--- config.mk ---
export PLATFORM = sky130hd
export DESIGN_NAME = avst_pixel_converter
export DESIGN_NICKNAME = d
export VERILOG_FILES = /design/src/rtl/avst_pixel_converter.sv
export SDC_FILE = /design/constraint.sdc
export NUM_CORES = 1
export LEC_CHECK = 0
export CAP_MARGIN = 20
export CORE_ASPECT_RATIO = 1.1
export CORE_UTILIZATION = 28
export DETAILED_ROUTE_END_ITERATION = 7
export HOLD_SLACK_MARGIN = 0.02
export SYNTH_ARGS = -nofsm -noshare
export SYNTH_HDL_FRONTEND = slang
export SYNTH_SLANG_ARGS = --single-unit
--- constraint.sdc ---
create_clock -name clock -period 2.5 [get_ports clock]
set_clock_uncertainty 0.15 [all_clocks]
set_input_delay 0.5 -clock clock [delete_from_list [all_inputs] [get_ports clock]]
set_output_delay 0.5 -clock clock [all_outputs]
set_load 0.01 [all_outputs]
--- src/rtl/avst_pixel_converter.sv ---
// rtl/avst_pixel_converter.sv - Avalon-ST RGB pixel converter with CSR slave and output FIFO (optional grayscale: AVST_PIXCONV_GRAY_EN)
module avst_pixel_converter #(
    parameter int IN_CW  = 8,
    parameter int OUT_RW = 5,
    parameter int OUT_GW = 6,
    parameter int OUT_BW = 5,
    parameter int DEPTH  = 4
) (
    input  logic                             clock,
    input  logic                             reset,
    input  logic [3:0]                       io_S_AVALON_address,
    output logic [31:0]                      io_S_AVALON_readdata,
    input  logic [31:0]                      io_S_AVALON_writedata,
    input  logic                             io_S_AVALON_write_n,
    input  logic                             io_S_AVALON_chipselect,
    input  logic [3*IN_CW-1:0]               io_in_data,
    input  logic                             io_in_startofpacket,
    input  logic                             io_in_endofpacket,
    input  logic [1:0]                       io_in_empty,
    input  logic                             io_in_valid,
    output logic                             io_in_ready,
    output logic [OUT_RW+OUT_GW+OUT_BW-1:0]  io_out_data,
    output logic                             io_out_startofpacket,
    output logic                             io_out_endofpacket,
    output logic                             io_out_empty,
    output logic                             io_out_valid,
    input  logic                             io_out_ready
);
    localparam int IN_W  = 3 * IN_CW;
    localparam int OUT_W = OUT_RW + OUT_GW + OUT_BW;
    localparam int AW    = $clog2(DEPTH);
    localparam int EW    = OUT_W + 2;

    typedef enum logic {S_IDLE, S_IN_FRAME} state_t;

    state_t             state_q;
    logic [2:0]         ctrl_q;
    logic [1:0]         mode_q;
    logic               trunc_q;
    logic [31:0]        frame_cnt_q;
    logic [31:0]        pixel_cnt_q;
    logic [31:0]        drop_cnt_q;
    logic [31:0]        readdata_q;
    logic [31:0]        rd_mux_d;

    logic [EW-1:0]      mem_q [DEPTH];
    logic [AW-1:0]      wr_ptr_q;
    logic [AW-1:0]      rd_ptr_q;
    logic [AW:0]        count_q;

    logic               full;
    logic               empty;
    logic               accept;
    logic               push;
    logic               drop;
    logic               pop;
    logic               csr_wr;
    logic               csr_rd;
    logic [1:0]         eff_mode;
    logic [EW-1:0]      head;

    // Keeps deliberately ignored inputs referenced.
    logic               unused_sink;
    assign unused_sink = &{1'b0, io_in_empty, io_S_AVALON_writedata[31:3]};

    assign full   = (count_q == (AW+1)'(DEPTH));
    assign empty  = (count_q == '0);
    assign csr_wr = io_S_AVALON_chipselect & ~io_S_AVALON_write_n;
    assign csr_rd = io_S_AVALON_chipselect &  io_S_AVALON_write_n;

    // A started frame always drains even if EN is cleared; IDLE needs EN.
    assign io_in_ready = ~full & ((state_q == S_IN_FRAME) | ctrl_q[0]);
    assign accept      = io_in_valid & io_in_ready;
    assign drop        = accept & (state_q == S_IDLE) & ~io_in_startofpacket;
    assign push        = accept & ~drop;
    assign pop         = ~empty & io_out_ready;

    // SOP beats use the mode being latched on that same beat.
    assign eff_mode = io_in_startofpacket ? ctrl_q[2:1] : mode_q;

    // Channel split, R in the MSBs.
    logic [IN_CW-1:0] r_c, g_c, b_c;
    assign r_c = io_in_data[IN_W-1 -: IN_CW];
    assign g_c = io_in_data[2*IN_CW-1 -: IN_CW];
    assign b_c = io_in_data[IN_CW-1 -: IN_CW];

    // Pack: append zeros on the right, then keep the top bits of each channel.
    logic [IN_CW+OUT_RW-1:0] pr_ext;
    logic [IN_CW+OUT_GW-1:0] pg_ext;
    logic [IN_CW+OUT_BW-1:0] pb_ext;
    logic [OUT_W-1:0]        pack_data;
    assign pr_ext    = {r_c, {OUT_RW{1'b0}}};
    assign pg_ext    = {g_c, {OUT_GW{1'b0}}};
    assign pb_ext    = {b_c, {OUT_BW{1'b0}}};
    assign pack_data = {pr_ext[IN_CW+OUT_RW-1 -: OUT_RW],
                        pg_ext[IN_CW+OUT_GW-1 -: OUT_GW],
                        pb_ext[IN_CW+OUT_BW-1 -: OUT_BW]};

    // Pass: low OUT_W bits of the input word, zero-extended if the input is narrower.
    logic [OUT_W+IN_W-1:0] pass_ext;
    logic [OUT_W-1:0]      pass_data;
    assign pass_ext  = {{OUT_W{1'b0}}, io_in_data};
    assign pass_data = pass_ext[OUT_W-1:0];

    logic [OUT_W-1:0] gray_data;
`ifdef AVST_PIXCONV_GRAY_EN
    // Gray: BT.601-style luma on the top 8 bits of each channel, replicated.
    logic [IN_CW+7:0]  r8_ext, g8_ext, b8_ext;
    logic [7:0]        r8, g8, b8, y8;
    logic [15:0]       y_sum;
    logic [OUT_RW+7:0] yr_ext;
    logic [OUT_GW+7:0] yg_ext;
    logic [OUT_BW+7:0] yb_ext;
    assign r8_ext    = {r_c, 8'd0};
    assign g8_ext    = {g_c, 8'd0};
    assign b8_ext    = {b_c, 8'd0};
    assign r8        = r8_ext[IN_CW+7 -: 8];
    assign g8        = g8_ext[IN_CW+7 -: 8];
    assign b8        = b8_ext[IN_CW+7 -: 8];
    assign y_sum     = 16'd77 * {8'd0, r8} + 16'd150 * {8'd0, g8} + 16'd29 * {8'd0, b8};
    assign y8        = y_sum[15:8];
    assign yr_ext    = {y8, {OUT_RW{1'b0}}};
    assign yg_ext    = {y8, {OUT_GW{1'b0}}};
    assign yb_ext    = {y8, {OUT_BW{1'b0}}};
    assign gray_data = {yr_ext[OUT_RW+7 -: OUT_RW],
                        yg_ext[OUT_GW+7 -: OUT_GW],
                        yb_ext[OUT_BW+7 -: OUT_BW]};
`else
    assign gray_data = pack_data;
`endif

    logic [OUT_W-1:0] conv_data;
    // Select the conversion for the beat being pushed.
    always_comb begin
        conv_data = pack_data;
        case (eff_mode)
            2'd1:    conv_data = gray_data;
            2'd2:    conv_data = pass_data;
            default: conv_data = pack_data;
        endcase
    end

    // Input framing FSM: mode latch on SOP and sticky truncation flag.
    always_ff @(posedge clock) begin
        if (reset) begin
            state_q <= S_IDLE;
            mode_q  <= 2'd0;
            trunc_q <= 1'b0;
        end else begin
            if (accept) begin
                if (io_in_startofpacket) begin
                    mode_q <= ctrl_q[2:1];
                end
                case (state_q)
                    S_IDLE: begin
                        if (io_in_startofpacket && !io_in_endofpacket) begin
                            state_q <= S_IN_FRAME;
                        end
                    end
                    default: begin
                        if (io_in_endofpacket) begin
                            state_q <= S_IDLE;
                        end
                    end
                endcase
            end
            if (csr_wr && io_S_AVALON_address == 4'd1) begin
                trunc_q <= 1'b0;
            end else if (accept && state_q == S_IN_FRAME && io_in_startofpacket) begin
                trunc_q <= 1'b1;
            end
        end
    end

    // Control register and statistics counters; a CSR clear beats an increment.
    always_ff @(posedge clock) begin
        if (reset) begin
            ctrl_q      <= 3'd0;
            frame_cnt_q <= 32'd0;
            pixel_cnt_q <= 32'd0;
            drop_cnt_q  <= 32'd0;
        end else begin
            if (csr_wr && io_S_AVALON_address == 4'd0) begin
                ctrl_q <= io_S_AVALON_writedata[2:0];
            end
            if (csr_wr && io_S_AVALON_address == 4'd2) begin
                frame_cnt_q <= 32'd0;
            end else if (pop && head[EW-2]) begin
                frame_cnt_q <= frame_cnt_q + 32'd1;
            end
            if (pop) begin
                pixel_cnt_q <= head[EW-1] ? 32'd1 : pixel_cnt_q + 32'd1;
            end
            if (csr_wr && io_S_AVALON_address == 4'd4) begin
                drop_cnt_q <= 32'd0;
            end else if (drop && drop_cnt_q != 32'hFFFF_FFFF) begin
                drop_cnt_q <= drop_cnt_q + 32'd1;
            end
        end
    end

    // CSR read multiplexer.
    always_comb begin
        rd_mux_d = 32'd0;
        case (io_S_AVALON_address)
            4'd0:    rd_mux_d = {29'd0, ctrl_q};
            4'd1:    rd_mux_d = {28'd0, trunc_q, empty, full, state_q == S_IN_FRAME};
            4'd2:    rd_mux_d = frame_cnt_q;
            4'd3:    rd_mux_d = pixel_cnt_q;
            4'd4:    rd_mux_d = drop_cnt_q;
            default: rd_mux_d = 32'd0;
        endcase
    end

    // Registered read data, updated only on a read access.
    always_ff @(posedge clock) begin
        if (reset) begin
            readdata_q <= 32'd0;
        end else if (csr_rd) begin
            readdata_q <= rd_mux_d;
        end
    end

    // FIFO storage; contents are masked at the outputs while empty.
    always_ff @(posedge clock) begin
        if (push) begin
            mem_q[wr_ptr_q] <= {io_in_startofpacket, io_in_endofpacket, conv_data};
        end
    end

    // FIFO pointers and occupancy.
    always_ff @(posedge clock) begin
        if (reset) begin
            wr_ptr_q <= '0;
            rd_ptr_q <= '0;
            count_q  <= '0;
        end else begin
            if (push) begin
                wr_ptr_q <= wr_ptr_q + 1'b1;
            end
            if (pop) begin
                rd_ptr_q <= rd_ptr_q + 1'b1;
            end
            if (push && !pop) begin
                count_q <= count_q + 1'b1;
            end else if (pop && !push) begin
                count_q <= count_q - 1'b1;
            end
        end
    end

    assign head                 = empty ? '0 : mem_q[rd_ptr_q];
    assign io_out_valid         = ~empty;
    assign io_out_startofpacket = head[EW-1];
    assign io_out_endofpacket   = head[EW-2];
    assign io_out_data          = head[OUT_W-1:0];
    assign io_out_empty         = 1'b0;
    assign io_S_AVALON_readdata = readdata_q;

endmodule

Yosys cells after proc, flatten, opt, wreduce, memory -nomap -nowiden. Memory sizes are Yosys's and may differ from the RTL's. A register that Yosys moved wholly into a read port is not among the register bits. Cells that the tools add are included.

Add/subtract/negate cells: 7. Multiply operators: 0. Divide/modulo/power cells: 0. Order comparisons: 0. Equality and inequality tests: 7. Shifts and indexed selects: 0. Multiplexer cells: 14. Bitwise logic cells: 15. Reductions and logical operators: 20.

Operators with widths (count): $pmux 32 s5 (1); $add 32x1->32 const B (3); $mux 32 (1); $ne 32x32->1 const B (1); $mux 18 (1); $mux 16 (1); $logic_and 1x1->1 (11); $and 1x1->1 (8); $eq 4x2->1 const B (2); $mux 2 (3); $mux 3 (2); $not 1->1 (6); $reduce_or 2->1 (3); $mux 1 (5); $add 2x1->2 const B (2); $eq 4x1->1 const B (1); $eq 4x3->1 const B (1); $logic_not 4->1 (1); $add 3x1->3 const B (1); $eq 3x3->1 const B (1); $logic_not 1->1 (3); $logic_not 3->1 (1); $sub 3x1->3 const B (1); $eq 2x2->1 const B (1); 2 further kinds (2).

Register bits: 142. Latch bits: 0. RAM bits: 72. Memory bits (read-only): 0. Input port bits: 70. Output and inout bits: 53. Word-level logic and storage cells: 75. Memories kept: 1.

Memory list: mem_q (words 4, bits a word 18, read ports 1, clocked after memory_dff 1, write ports 1, line 46) `logic [EW-1:0] mem_q [DEPTH];`.

Depth between registers and ports, before layout. Gate-level depths: netlist (run 1).

Depth after elaboration: 12. Gate-level depth with buffers: 9. Mapped depth without buffers: 9.

Worst setup path after synthesis (run 1). OpenSTA, ideal clock, no wires.

Path kind: reg-to-reg. From: register count_q[0]. To: register count_q[2]. Data arrival time: 2.487 ns. Required time: 2.280 ns. Slack: -0.208 ns. Stages on the path, launching flop included: 10. Path through: dfxtp_1 -> nor3b_1 -> nor3b_1 -> o21a_1 -> ha_1 -> inv_1 -> fa_1 -> xor2_1 -> or3_1 -> a21oi_1.

Cells in the longest elaborated chain, start to end: 11. Elaborated cells between the ends (all ways): 20. Those cells by class: add/sub: 2; eq/ne: 1; mux: 2; bitwise: 9; reduce/logical: 6.

Ends and longest elaborated chain: from (decl) (line 49) `logic [AW:0] count_q;`; from (signal assigned) (line 245) `count_q <= count_q + 1'b1;`; from (signal assigned) (line 247) `count_q <= count_q - 1'b1;`; $eq 3x3->1 (*) (line 66) `assign full = (count_q == (AW+1)'(DEPTH));`; $not 1->1 (*) (line 72) `assign io_in_ready = ~full & ((state_q == S_IN_FRAME) | ctrl_q[0]);`; $and 1x1->1 (*) (line 72); $and 1x1->1 (*) (line 73) `assign accept = io_in_valid & io_in_ready;`; $and 1x1->1 (2 in a row) (line 74) `assign drop = accept & (state_q == S_IDLE) & ~io_in_startofpacket;`; $not 1->1 (line 75) `assign push = accept & ~drop;`; $and 1x1->1 (*) (line 75); net push (line 54) `logic push;`; $logic_not 1->1 (line 246) `end else if (pop && !push) begin`; $logic_and 1x1->1 (line 246); $reduce_bool 2->1 (no source line).

Mark *: on every way through the listed nets, which the timed path passes. The rest lies on a longest branch. The select of a mux whose other input is x is not followed. A chain may end at the register's enable or synchronous reset.

==> reports/results.tsv, run 1 <==
stage	metric	value	unit
outcome	outcome	complete, but fails checks	
outcome	violations	design-rule violations, negative setup slack	
critical_path	crit_fanout	7	
global_route	grt.overflow.total	0	
die	dieArea	35500	sq um
synthesis	syn_inst	947	
die	core_region_area	34200	sq um
synthesis	yosysWarnings	0	
synthesis	synth_top_area_frac	0.296	
synthesis	synthAdderAreaFrac	0.0123	
synthesis	yosysMostFrequentCell	dfxtp_1	
drt	drt_iter0_markers	529	
clock_tree	insertion_delay	0.53	ns
drt	drc_errors	1	
synthesis	ys.flop_type	dfxtp_1	
timing	max_slew_margin	0.611	
timing	postLayoutSetupSlackWorst	-0.0559	ns
power_and_ir_drop	powerDensity	761	nW/um^2
synthesis	yosys.area_share.simple	0.209	
synthesis	synthMuxAreaShare	0.0632	
synthesis	synth_common_cells	dfxtp_1, nor2_1, a21oi_1	
cells_and_area	stdcell_area	13100	sq um
power_and_ir_drop	p_leak	4.39	nW
synthesis	yosys.area.top_type	dfxtp_1	
clock_tree	cts_inserted_buffers	26	
clock_tree	cts.clk_slew.worst_paths	0.06	ns
clock_tree	htreeDepth	1	
cells_and_area	antenna_cells	0	
cells_and_area	fill_cells	3293	
placement	dp_slack	-0.330	ns
global_route	antenna_found_initial	2	
die	die_h	198	um
die	start_util	0.285	
critical_path	rr_worst_depth	9	
timing	period_minus_slack	2.56	ns
global_route	grt_start_max_net_pins	33	
synthesis	ys_seq_area_frac	0.518	
global_route	grt_pass1_wl	42.8	mm
clock_tree	clock-root-buffer	clkbuf_16	
timing	period_share	1.02	
job	cap_viol_max_count	0	
clock_tree	cts_tree	built	
global_route	grtUsageTotal	0.150	
synthesis	ys_types	64	
synthesis	synth_xor_area_frac	0.0477	
synthesis	synth_compound_area_frac	0.121	
placement	finalWeightedCongestion	0.832	
global_route	grt_pass1_vias	7950	
cells_and_area	multi_input_area	4610	sq um
die	core.rowCount	71	
critical_path	path_class	reg2out	
timing	finalHoldViolCount	0	
synthesis	synth_top_family_by_area	simple AND/OR/NAND/NOR gates	
cells_and_area	nets	1194	
clock_tree	clock-sinks	216	
synthesis	avgSynthCellArea	10.3	sq um
cells_and_area	finalNonFillerCells	1571	
drt	drt-total-wl	26.5	mm
timing	slew_violations	0	
placement	placed_area	11800	sq um
drt	ant_nets	0	
min_path	hold_start	reset	
cells_and_area	regArea	5060	sq um
timing	grt_setup_unrepaired	yes	
placement	place_hpwl	18.5	mm
synthesis	synth_edf_count	72	
min_path	hp-class	in2reg	
critical_path	critPathRequiredTime	1.85	ns
timing	clock.fmax	391	MHz
die	io_pins	123	
min_path	hold_path_end	wr_ptr_q[0]	
synthesis	synth_area_leaders	dfxtp_1, edfxtp_1, nor2_1, a21oi_1, mux4_2	
synthesis	synth_area	9740	sq um
critical_path	reg2reg_from	count_q[2]	
drt	first_pass_iters	8	
critical_path	rrSetupSlack	0.08	ns
critical_path	arrival	1.91	ns
placement	io_buffers	87	
drt	num_vias	7943	
critical_path	startpoint_type	flip-flop	
critical_path	reg2reg_to	count_q[2]	
critical_path	crit_path_end_kind	primary output	
die	fp.dieW	180	um
clock_tree	holdBufCountCts	0	
min_path	holdPathStages	2	
power_and_ir_drop	ir_drop	0.000606	V
timing	tightest_slew	0.584	ns
timing	setup_viol	15	
synthesis	ys_seq_elements	216	
drt	vias_per_cell	5.06	
placement	placed_cells	1503	
drt	routedWlPerCell	16.9	um
cells_and_area	final_layout_size_suffix_gt1_frac	0.210	
clock_tree	cts.path.max_buffers	3	
synthesis	syn-num-nets	1026	
synthesis	async_reset_ff_frac	0	
cells_and_area	syn_to_final_growth	34.9	%
worst max path at each step:
stage           startpoint                 end  slack, ns  cells after the start
5_1_grt          flip-flop  io_out_endofpacket      -0.11                      5
3_3_place_gp   io_in_valid          count_q[2]      -0.29                      9
6_report         flip-flop      io_out_data[6]      -0.06                      5
3_5_place_dp   io_in_valid          count_q[2]      -0.33                      9
4_1_cts          flip-flop  io_out_endofpacket      -0.20                      6
2_1_floorplan   count_q[1]          count_q[2]     0.0006                      9
worst max-delay path: stages, from the launching register on:
cell and delay (ns):
dfxtp_4 0.38, buf_12 0.13, buf_4 0.11, mux4_2 0.49
nor2b_4 0.15, buf_6 0.11
registers in the layout (all words and copies together), names as in the netlist, named ones only:
register and cells:
io_S_AVALON_readdata 32, frame_cnt_q 32, ctrl_q 3, mode_q 2, wr_ptr_q 2, mem_q 72, count_q 3, drop_cnt_q 32
trunc_q 1, rd_ptr_q 2, state_q 1, pixel_cnt_q 32
kinds of logic after synthesis:
family,Yosys count
simple gates,382
flops,216
compound gates,184
buf+inv,65
xor+xnor,53
mux,37
fa+ha+maj,9
other cells,1
metal layers:
| layer | vias up | routed length, um | global-route usage |
|---|---|---|---|
| met2 | 193 | 13300 | 0.272 |
| met3 | 35 | 1480 | 0.0301 |
| met4 | 0 | 631 | 0.0415 |
| li1 | 3895 | - | - |
| met5 | - | 0 | 0 |
| met1 | 3820 | 11100 | 0.181 |
placed cells by master (no fill, tap or decap), types with 25 or more instances in the layout:
master           count
xor2_1              30
a21oi_1             87
nand3_1             46
or3_1               27
edfxtp_1            72
nand4_1             29
nand2_1             49
clkdlybuf4s50_1     66
a222oi_1            32
nor2_1             128
clkbuf_16           27
buf_6               25
dfxtp_1            140
o21ai_0             30
buf_4               70
layout make-up:
cell class | instances | share of cell area
clock buffer | 36 | 0.0563
clock inverter | 10 | 0.0135
inverter | 16 | 0.00457
multi-input combinational | 666 | 0.351
sequential | 216 | 0.385
tap | 438 | 0.0417
timing repair buffer | 189 | 0.148
what timing repair did:
action | CTS | global route
pin swaps | 1 | 7
resized for setup | 119 | 29
setup endpoints to repair | 20 | 20
buffers inserted | 15 | 9
cloned | 1 | 0
power by group:
group          leakage, nW  total (mW)  switching (mW)  internal (mW)
Clock                0.448        4.04            1.47           2.57
Combinational         2.13        2.20           0.999           1.20
Sequential            1.81        3.76          0.0773           3.68
metrics by stage:
| step | hold slack, ns | TNS (ns) | power, mW | util |
|---|---|---|---|---|
| final | 0.312 | -0.648 | 10.0 | 0.384 |
| after global routing | 0.318 | -1.68 | 10.4 | 0.384 |
| after CTS | 0.305 | -1.68 | 9.90 | 0.380 |
| after detailed placement | 0.297 | -3.08 | 5.31 | 0.344 |
| after global placement | 0.295 | -2.49 | 5.31 | 0.344 |
| after floorplan | 0.281 | 0 | 4.48 | - |
(Power assumes the default switching activity.)
==> run 2, diff against run 1 <==
--- a/config.mk
+++ b/config.mk
@@ -7,8 +7,10 @@
 export LEC_CHECK = 0
 export CAP_MARGIN = 20
 export CORE_ASPECT_RATIO = 1.1
+export CORE_MARGIN = 2
 export CORE_UTILIZATION = 28
 export DETAILED_ROUTE_END_ITERATION = 7
+export GPL_TIMING_DRIVEN = 0
 export HOLD_SLACK_MARGIN = 0.02
 export SYNTH_ARGS = -nofsm -noshare
 export SYNTH_HDL_FRONTEND = slang
==> run 2 against run 1 <==
The run ends with negative setup slack left. Non-clock buffer count down 26. Sequential share of layout area up 1.7 points. Cell count down 1.8%. Core utilization down 1.6 points. Power down 6.1%. Combinational power decreased by 3%. Critical endpoint is now io_out_startofpacket. Largest cell class unchanged.
==> reports/results.tsv, run 2 (synthesis results as in run 1) <==
stage	metric	value	unit	change
die	core.rowCount	71		unchanged
global_route	grt_pass1_vias	7780		-2.1%
drt	routedWlPerCell	17.6	um	+4.0%
drt	drc_errors	0		-1
cells_and_area	finalNonFillerCells	1543		-1.8%
clock_tree	htreeDepth	1		unchanged
critical_path	critPathRequiredTime	1.85	ns	about the same
cells_and_area	most-common-layout-cells	dfxtp_1, nor2_1, a21oi_1		
die	die_h	200	um	+1.0%
cells_and_area	top_register	mem_q		
global_route	grt_start_max_net_pins	19		-42%
die	fp.dieW	182	um	+1.1%
power_and_ir_drop	ir_drop	0.000466	V	-23%
drt	ant_nets	0		unchanged
power_and_ir_drop	p_switching	2.48	mW	-2.6%
clock_tree	cts.path.max_buffers	3		unchanged
critical_path	crit_fanout	3		-4
placement	place_hpwl	19.5	mm	+5.2%
clock_tree	insertion_delay	0.52	ns	about the same
critical_path	arrival	1.95	ns	+0.04 ns
critical_path	rr_worst_depth	9		unchanged
clock_tree	cts_inserted_buffers	24		-7.7%
cells_and_area	final_layout_size_suffix_gt1_frac	0.173		-0.0371
drt	num_vias	7947		+0.050%
timing	grt_setup_unrepaired	yes		
power_and_ir_drop	pwr-share-comb	0.227		+0.007
cells_and_area	nets	1166		-2.3%
timing	finalHoldWorstSlack	0.320	ns	+0.00734 ns
power_and_ir_drop	power.share.sequential	0.400		+0.024
cells_and_area	largest_reg_flops	72		unchanged
clock_tree	cts_tree	built		
critical_path	path_class	reg2out		
critical_path	crit_path_end_kind	primary output		
timing	postLayoutSetupSlackWorst	-0.0990	ns	-0.0431 ns
critical_path	rrSetupSlack	0.10	ns	+0.02 ns
drt	drt_iter0_markers	706		+33%
power_and_ir_drop	p_leak	4.10	nW	-6.6%
job	cap_viol_max_count	0		unchanged
outcome	violations	negative setup slack		
placement	io_buffers	86		-1.1%
power_and_ir_drop	p_int	6.90	mW	-7.3%
cells_and_area	final_util	0.368		-0.0161
placement	placed_cells	1475		-1.9%
min_path	hp-class	reg2reg		
placement	finalWeightedCongestion	0.837		+0.61%
timing	period_minus_slack	2.60	ns	+0.0431 ns
timing	period_share	1.04		+0.0172
power_and_ir_drop	powerDensity	746	nW/um^2	-2.0%
critical_path	reg2reg_from	count_q[2]		
clock_tree	clock-root-buffer	clkbuf_16		
global_route	grtUsageTotal	0.149		-0.00125
clock_tree	clock-sinks	216		unchanged
cells_and_area	layout_commonest_cell	dfxtp_1		
min_path	holdPathStages	2		unchanged
power_and_ir_drop	swShare	0.264		+0.00956
timing	tightest_slew	0.991	ns	+0.407 ns
die	io_pins	123		unchanged
drt	vias_per_cell	5.15		+1.9%
drt	drt-total-wl	27.1	mm	+2.2%
outcome	outcome	complete, but fails checks		
power_and_ir_drop	p_clk_frac	0.372		-0.032
timing	setup_viol	10		-5
die	dieArea	36300	sq um	+2.1%
global_route	grt.overflow.total	0		unchanged
timing	clock.fmax	385	MHz	-1.7%
die	start_util	0.285		unchanged
global_route	grt_pass1_wl	42.8	mm	unchanged
critical_path	startpoint_type	flip-flop		
critical_path	reg2reg_to	count_q[2]		
min_path	hold_start	mode_q[1]		
cells_and_area	syn_to_final_growth	29.2	%	
timing	finalHoldViolCount	0		unchanged
clock_tree	cts.clk_slew.worst_paths	0.06	ns	about the same
global_route	antenna_found_initial	1		-1
min_path	hold_path_end	mode_q[1]		
timing	max_slew_margin	0.330		-0.281
timing	slew_violations	0		unchanged
timing	fin_tns_setup	-0.600	ns	+0.0482 ns
power_and_ir_drop	total_power	9.39	mW	-6.1%
drt	first_pass_iters	8		unchanged
die	core_region_area	34200	sq um	unchanged
run 2: critical path, stage by stage (launching register included):
cell	delay, ns
dfxtp_2	0.33
buf_8	0.11
buf_12	0.11
buf_12	0.10
mux4_2	0.52
nor2b_4	0.16
buf_6	0.11
run 2: power by group through the flow:
stage	logic (mW)	registers, mW	clock network (mW)
5_1_grt	2.28	3.76	3.71
2_1_floorplan	0.690	3.79	0
4_1_cts	2.09	3.75	3.57
3_3_place_gp	1.34	3.80	0
3_5_place_dp	1.33	3.81	0
6_report	2.14	3.76	3.49
run 2: what timing repair did:
| action | 4_1_cts | 5_1_grt |
|---|---|---|
| buffers inserted | 17 | 8 |
| hold endpoints to repair | 0 | 0 |
| gates cloned | 1 | 0 |
| resized for setup | 162 | 37 |
| pin swaps | 3 | 5 |
| endpoints found under the setup margin | 181 | 161 |
| hold buffers | 0 | 0 |
run 2: stage by stage:
step	setup slack [ns]	instance area, sq um
final	-0.0990	12600
after detailed placement	-0.914	11200
after global routing	-0.150	12600
after CTS	-0.127	12500
after floorplan	0.000563	9740
after global placement	-0.963	11200
run 2: how the worst max path moves through the flow:
| stage | startpoint | end | slack [ns] | cells after the start |
|---|---|---|---|---|
| after global routing | flip-flop | io_out_startofpacket | -0.15 | 6 |
| after global placement | io_S_AVALON_address[3] | io_S_AVALON_readdata[2] | -0.96 | 7 |
| final | flip-flop | io_out_startofpacket | -0.1 | 6 |
| after CTS | flip-flop | io_out_startofpacket | -0.13 | 6 |
| after floorplan | count_q[1] | count_q[2] | 0.0006 | 9 |
| after detailed placement | io_S_AVALON_address[2] | drop_cnt_q[29] | -0.91 | 6 |
run 2: final cells by class:
class	instances	area (sq um)
Fill cell	3340	21600
Sequential cell	216	5060
Multi-Input combinational cell	666	4650
Timing Repair Buffer	115	1160
Clock buffer	31	668
Tap cell	438	548
Buffer	48	317
Clock inverter	12	113
Inverter	16	60.1
Antenna cell	1	2.50
run 2: layer usage:
layer,global-route usage,up-vias,part of all wire
met1,0.182,3808,0.42
met5,0,-,0
met2,0.265,246,0.49
met3,0.0281,48,0.062
li1,-,3845,-
met4,0.0482,0,0.028
==> run 3, diff against run 2 <==
--- a/config.mk
+++ b/config.mk
@@ -5,6 +5,7 @@
 export SDC_FILE = /design/constraint.sdc
 export NUM_CORES = 1
 export LEC_CHECK = 0
+export ABC_AREA = 1
 export CAP_MARGIN = 20
 export CORE_ASPECT_RATIO = 1.1
 export CORE_MARGIN = 2
==> run 3 against run 2 <==
The run now ends clean. Fmax rose by 7.3%. Hold slack worse by 0.035 ns. Non-clock buffer count decreased by 24. Via count increased by 30%. Combinational power shrank 12%. Synthesized area increased by 15%. Global-route usage rose by 1.6 points. First-iteration DRC count rose by 8.5%. Synthesized cell count rose by 63%.
==> reports/results.tsv, run 3 <==
stage	metric	value	unit	change
outcome	outcome	finished clean		
cells_and_area	most-common-layout-cells	nand2_1, nor2_1, dfxtp_1		
drt	drc_errors	0		unchanged
timing	setup_viol	0		-10
timing	finalHoldViolCount	0		unchanged
cells_and_area	finalNonFillerCells	2184		+42%
global_route	antenna_found_initial	0		-1
drt	first_pass_iters	5		-3
cells_and_area	largest_reg_flops	72		unchanged
synthesis	synth_common_cells	nand2_1, nor2_1, dfxtp_1		
placement	place_hpwl	26.7	mm	+37%
synthesis	synth_area	11200	sq um	+15%
drt	ant_nets	0		unchanged
critical_path	startpoint_type	primary input		
clock_tree	htreeDepth	1		unchanged
drt	num_vias	10353		+30%
min_path	hp-class	in2reg		
die	dieArea	41600	sq um	+15%
clock_tree	clock-root-buffer	clkbuf_16		
timing	slew_violations	0		unchanged
die	core_region_area	39300	sq um	+15%
global_route	grt_start_max_net_pins	16		-3
power_and_ir_drop	powerDensity	662	nW/um^2	-11%
drt	routedWlPerCell	15.9	um	-9.8%
timing	max_slew_margin	0.525		+0.195
global_route	grt.overflow.total	0		unchanged
synthesis	syn_inst	1541		+63%
placement	io_buffers	85		-1.2%
die	core.rowCount	76		+7.0%
critical_path	crit_buf_inv	2		-2
synthesis	yosysMostFrequentCell	nand2_1		
timing	postLayoutSetupSlackWorst	0.0783	ns	+0.177 ns
synthesis	synth_edf_count	72		unchanged
placement	dp_slack	-0.474	ns	+0.441 ns
die	die_h	214	um	+7.1%
die	fp.dieW	195	um	+7.0%
timing	period_share	0.969		-0.0709
placement	placed_area	12800	sq um	+14%
synthesis	ys_seq_area_frac	0.451		-0.0673
cells_and_area	nets	1738		+49%
synthesis	syn-num-nets	1620		+58%
global_route	grt_pass1_vias	9633		+24%
critical_path	crit_path_end_kind	flip-flop		
synthesis	ys.flop_type	dfxtp_1		
clock_tree	holdBufCountCts	0		unchanged
drt	drt_iter0_markers	766		+8.5%
synthesis	yosys.area.top_type	dfxtp_1		
placement	finalWeightedCongestion	0.939		+12%
global_route	grt_pass1_wl	53.9	mm	+26%
clock_tree	insertion_delay	0.53	ns	about the same
clock_tree	cts.path.max_buffers	3		unchanged
clock_tree	clock-sinks	216		unchanged
cells_and_area	final_layout_size_suffix_gt1_frac	0.107		-0.0657
cells_and_area	stdcell_area	13600	sq um	+8.3%
synthesis	avgSynthCellArea	7.26	sq um	-29%
synthesis	ys_types	45		-30%
synthesis	synth_area_leaders	dfxtp_1, edfxtp_1, nand2_1, nor2_1, inv_1		
timing	tightest_slew	0.713	ns	-0.279 ns
drt	drt-total-wl	34.6	mm	+28%
clock_tree	cts_tree	built		
power_and_ir_drop	ir_drop	0.000434	V	-7.0%
critical_path	crit_chain	clkdlybuf4s50_1 > nor2_2 > nand3_2 > clkbuf_1 > o21ai_0 > o21ai_0 > a21oi_1		
synthesis	synth_top_area_frac	0.258		-0.0384
cells_and_area	antenna_cells	0		-1
critical_path	crit_family	buffers and inverters		
clock_tree	cts_inserted_buffers	25		+4.2%
placement	placed_cells	2137		+45%
critical_path	crit_fanout	10		+7
critical_path	slowest_stage	clkdlybuf4s50_1		
critical_path	critPathRequiredTime	2.81	ns	+0.96 ns
clock_tree	cts.clk_slew.worst_paths	0.06	ns	about the same
drt	vias_per_cell	4.74		-8.0%
job	cap_viol_max_count	0		unchanged
cells_and_area	syn_to_final_growth	21.7	%	
power_and_ir_drop	total_power	9.02	mW	-3.9%
timing	clock.fmax	413	MHz	+7.3%
critical_path	cpMostUsedCell	o21ai_0		
global_route	grtUsageTotal	0.165		+0.0157
synthesis	ys_seq_elements	216		unchanged
critical_path	arrival	2.73	ns	+0.78 ns
synthesis	yosysWarnings	0		unchanged
die	io_pins	123		unchanged
cells_and_area	layout_commonest_cell	nand2_1		
synthesis	async_reset_ff_frac	0		unchanged
timing	grt_setup_unrepaired	yes		
die	start_util	0.285		about the same
power_and_ir_drop	p_leak	4.59	nW	+12%
critical_path	path_class	in2reg		
cells_and_area	top_register	mem_q		
timing	period_minus_slack	2.42	ns	-0.177 ns
critical_path	slowest_delay	0.48	ns	-0.04 ns
timing	fin_tns_setup	0	ns	+0.600 ns
run 3: changes by cell type after synthesis, sizes merged, moves of 19 or more:
cell and delta:
nand2 +371, nor2 +172, inv +126, o21ai +73, a21oi +32, a222oi -32
or3 -28, nand3 +20, nor2b -19
run 3: power by group:
group,total (mW),internal [mW],leakage [nW],switching (mW)
combinational,1.88,0.666,2.41,1.21
clock,3.40,1.95,0.372,1.45
sequential,3.74,3.69,1.81,0.0549
total,9.02,6.30,4.59,2.72
run 3: layout make-up:
class / instances / area, sq um
fillers: 4156 / 25600
multi-input cells: 1133 / 5400
flip-flops and latches: 216 / 5050
repair buffers: 91 / 857
clock buffers: 32 / 692
well taps: 507 / 634
inverters: 144 / 553
plain buffers: 48 / 368
clock inverters: 13 / 72.6
run 3: cell families after synthesis:
logic type | Yosys count | share of synthesized area
DFF | 216 | 0.451
other | 1 | 0.000335
adders and majority gates | 9 | 0.0107
buffers and inverters | 192 | 0.0721
AOI/OAI and AO/OA | 246 | 0.121
muxes | 14 | 0.0141
and+or+nand+nor | 836 | 0.310
xor gates and xnor gates | 27 | 0.0211
run 3: path summary, 6_finish.rpt:
kind	start	endpoint	slack, ns	cells past startpoint
setup / recovery	io_S_AVALON_address[1]	io_S_AVALON_readdata[17]	0.08	7
hold / removal	reset	io_S_AVALON_readdata[22]	0.28	2
setup reg to reg	count_q[0]	count_q[2]	0.20	11
hold reg to reg	mode_q[1]	mode_q[1]	0.30	2
run 3: what timing repair did:
item | CTS | global route
setup buffers | 1 | 0
gates resized for setup | 75 | 41
pin swaps | 4 | 4
cloned | 0 | 1
setup endpoints to repair | 20 | 46
run 3: per-layer routing:
layer | up-vias | GRT usage | wire length (um)
li1 | 5251 | - | -
met1 | 4738 | 0.228 | 15900
met2 | 315 | 0.265 | 15300
met3 | 49 | 0.0222 | 2340
met4 | 0 | 0.0573 | 1090
met5 | - | 0 | 0
run 3: stage by stage:
step | utilization | hold WS [ns]
finish | 0.347 | 0.285
CTS | 0.347 | 0.258
global route | 0.347 | 0.308
floorplan | - | 0.274
global placement | 0.323 | 0.286
detailed placement | 0.325 | 0.296
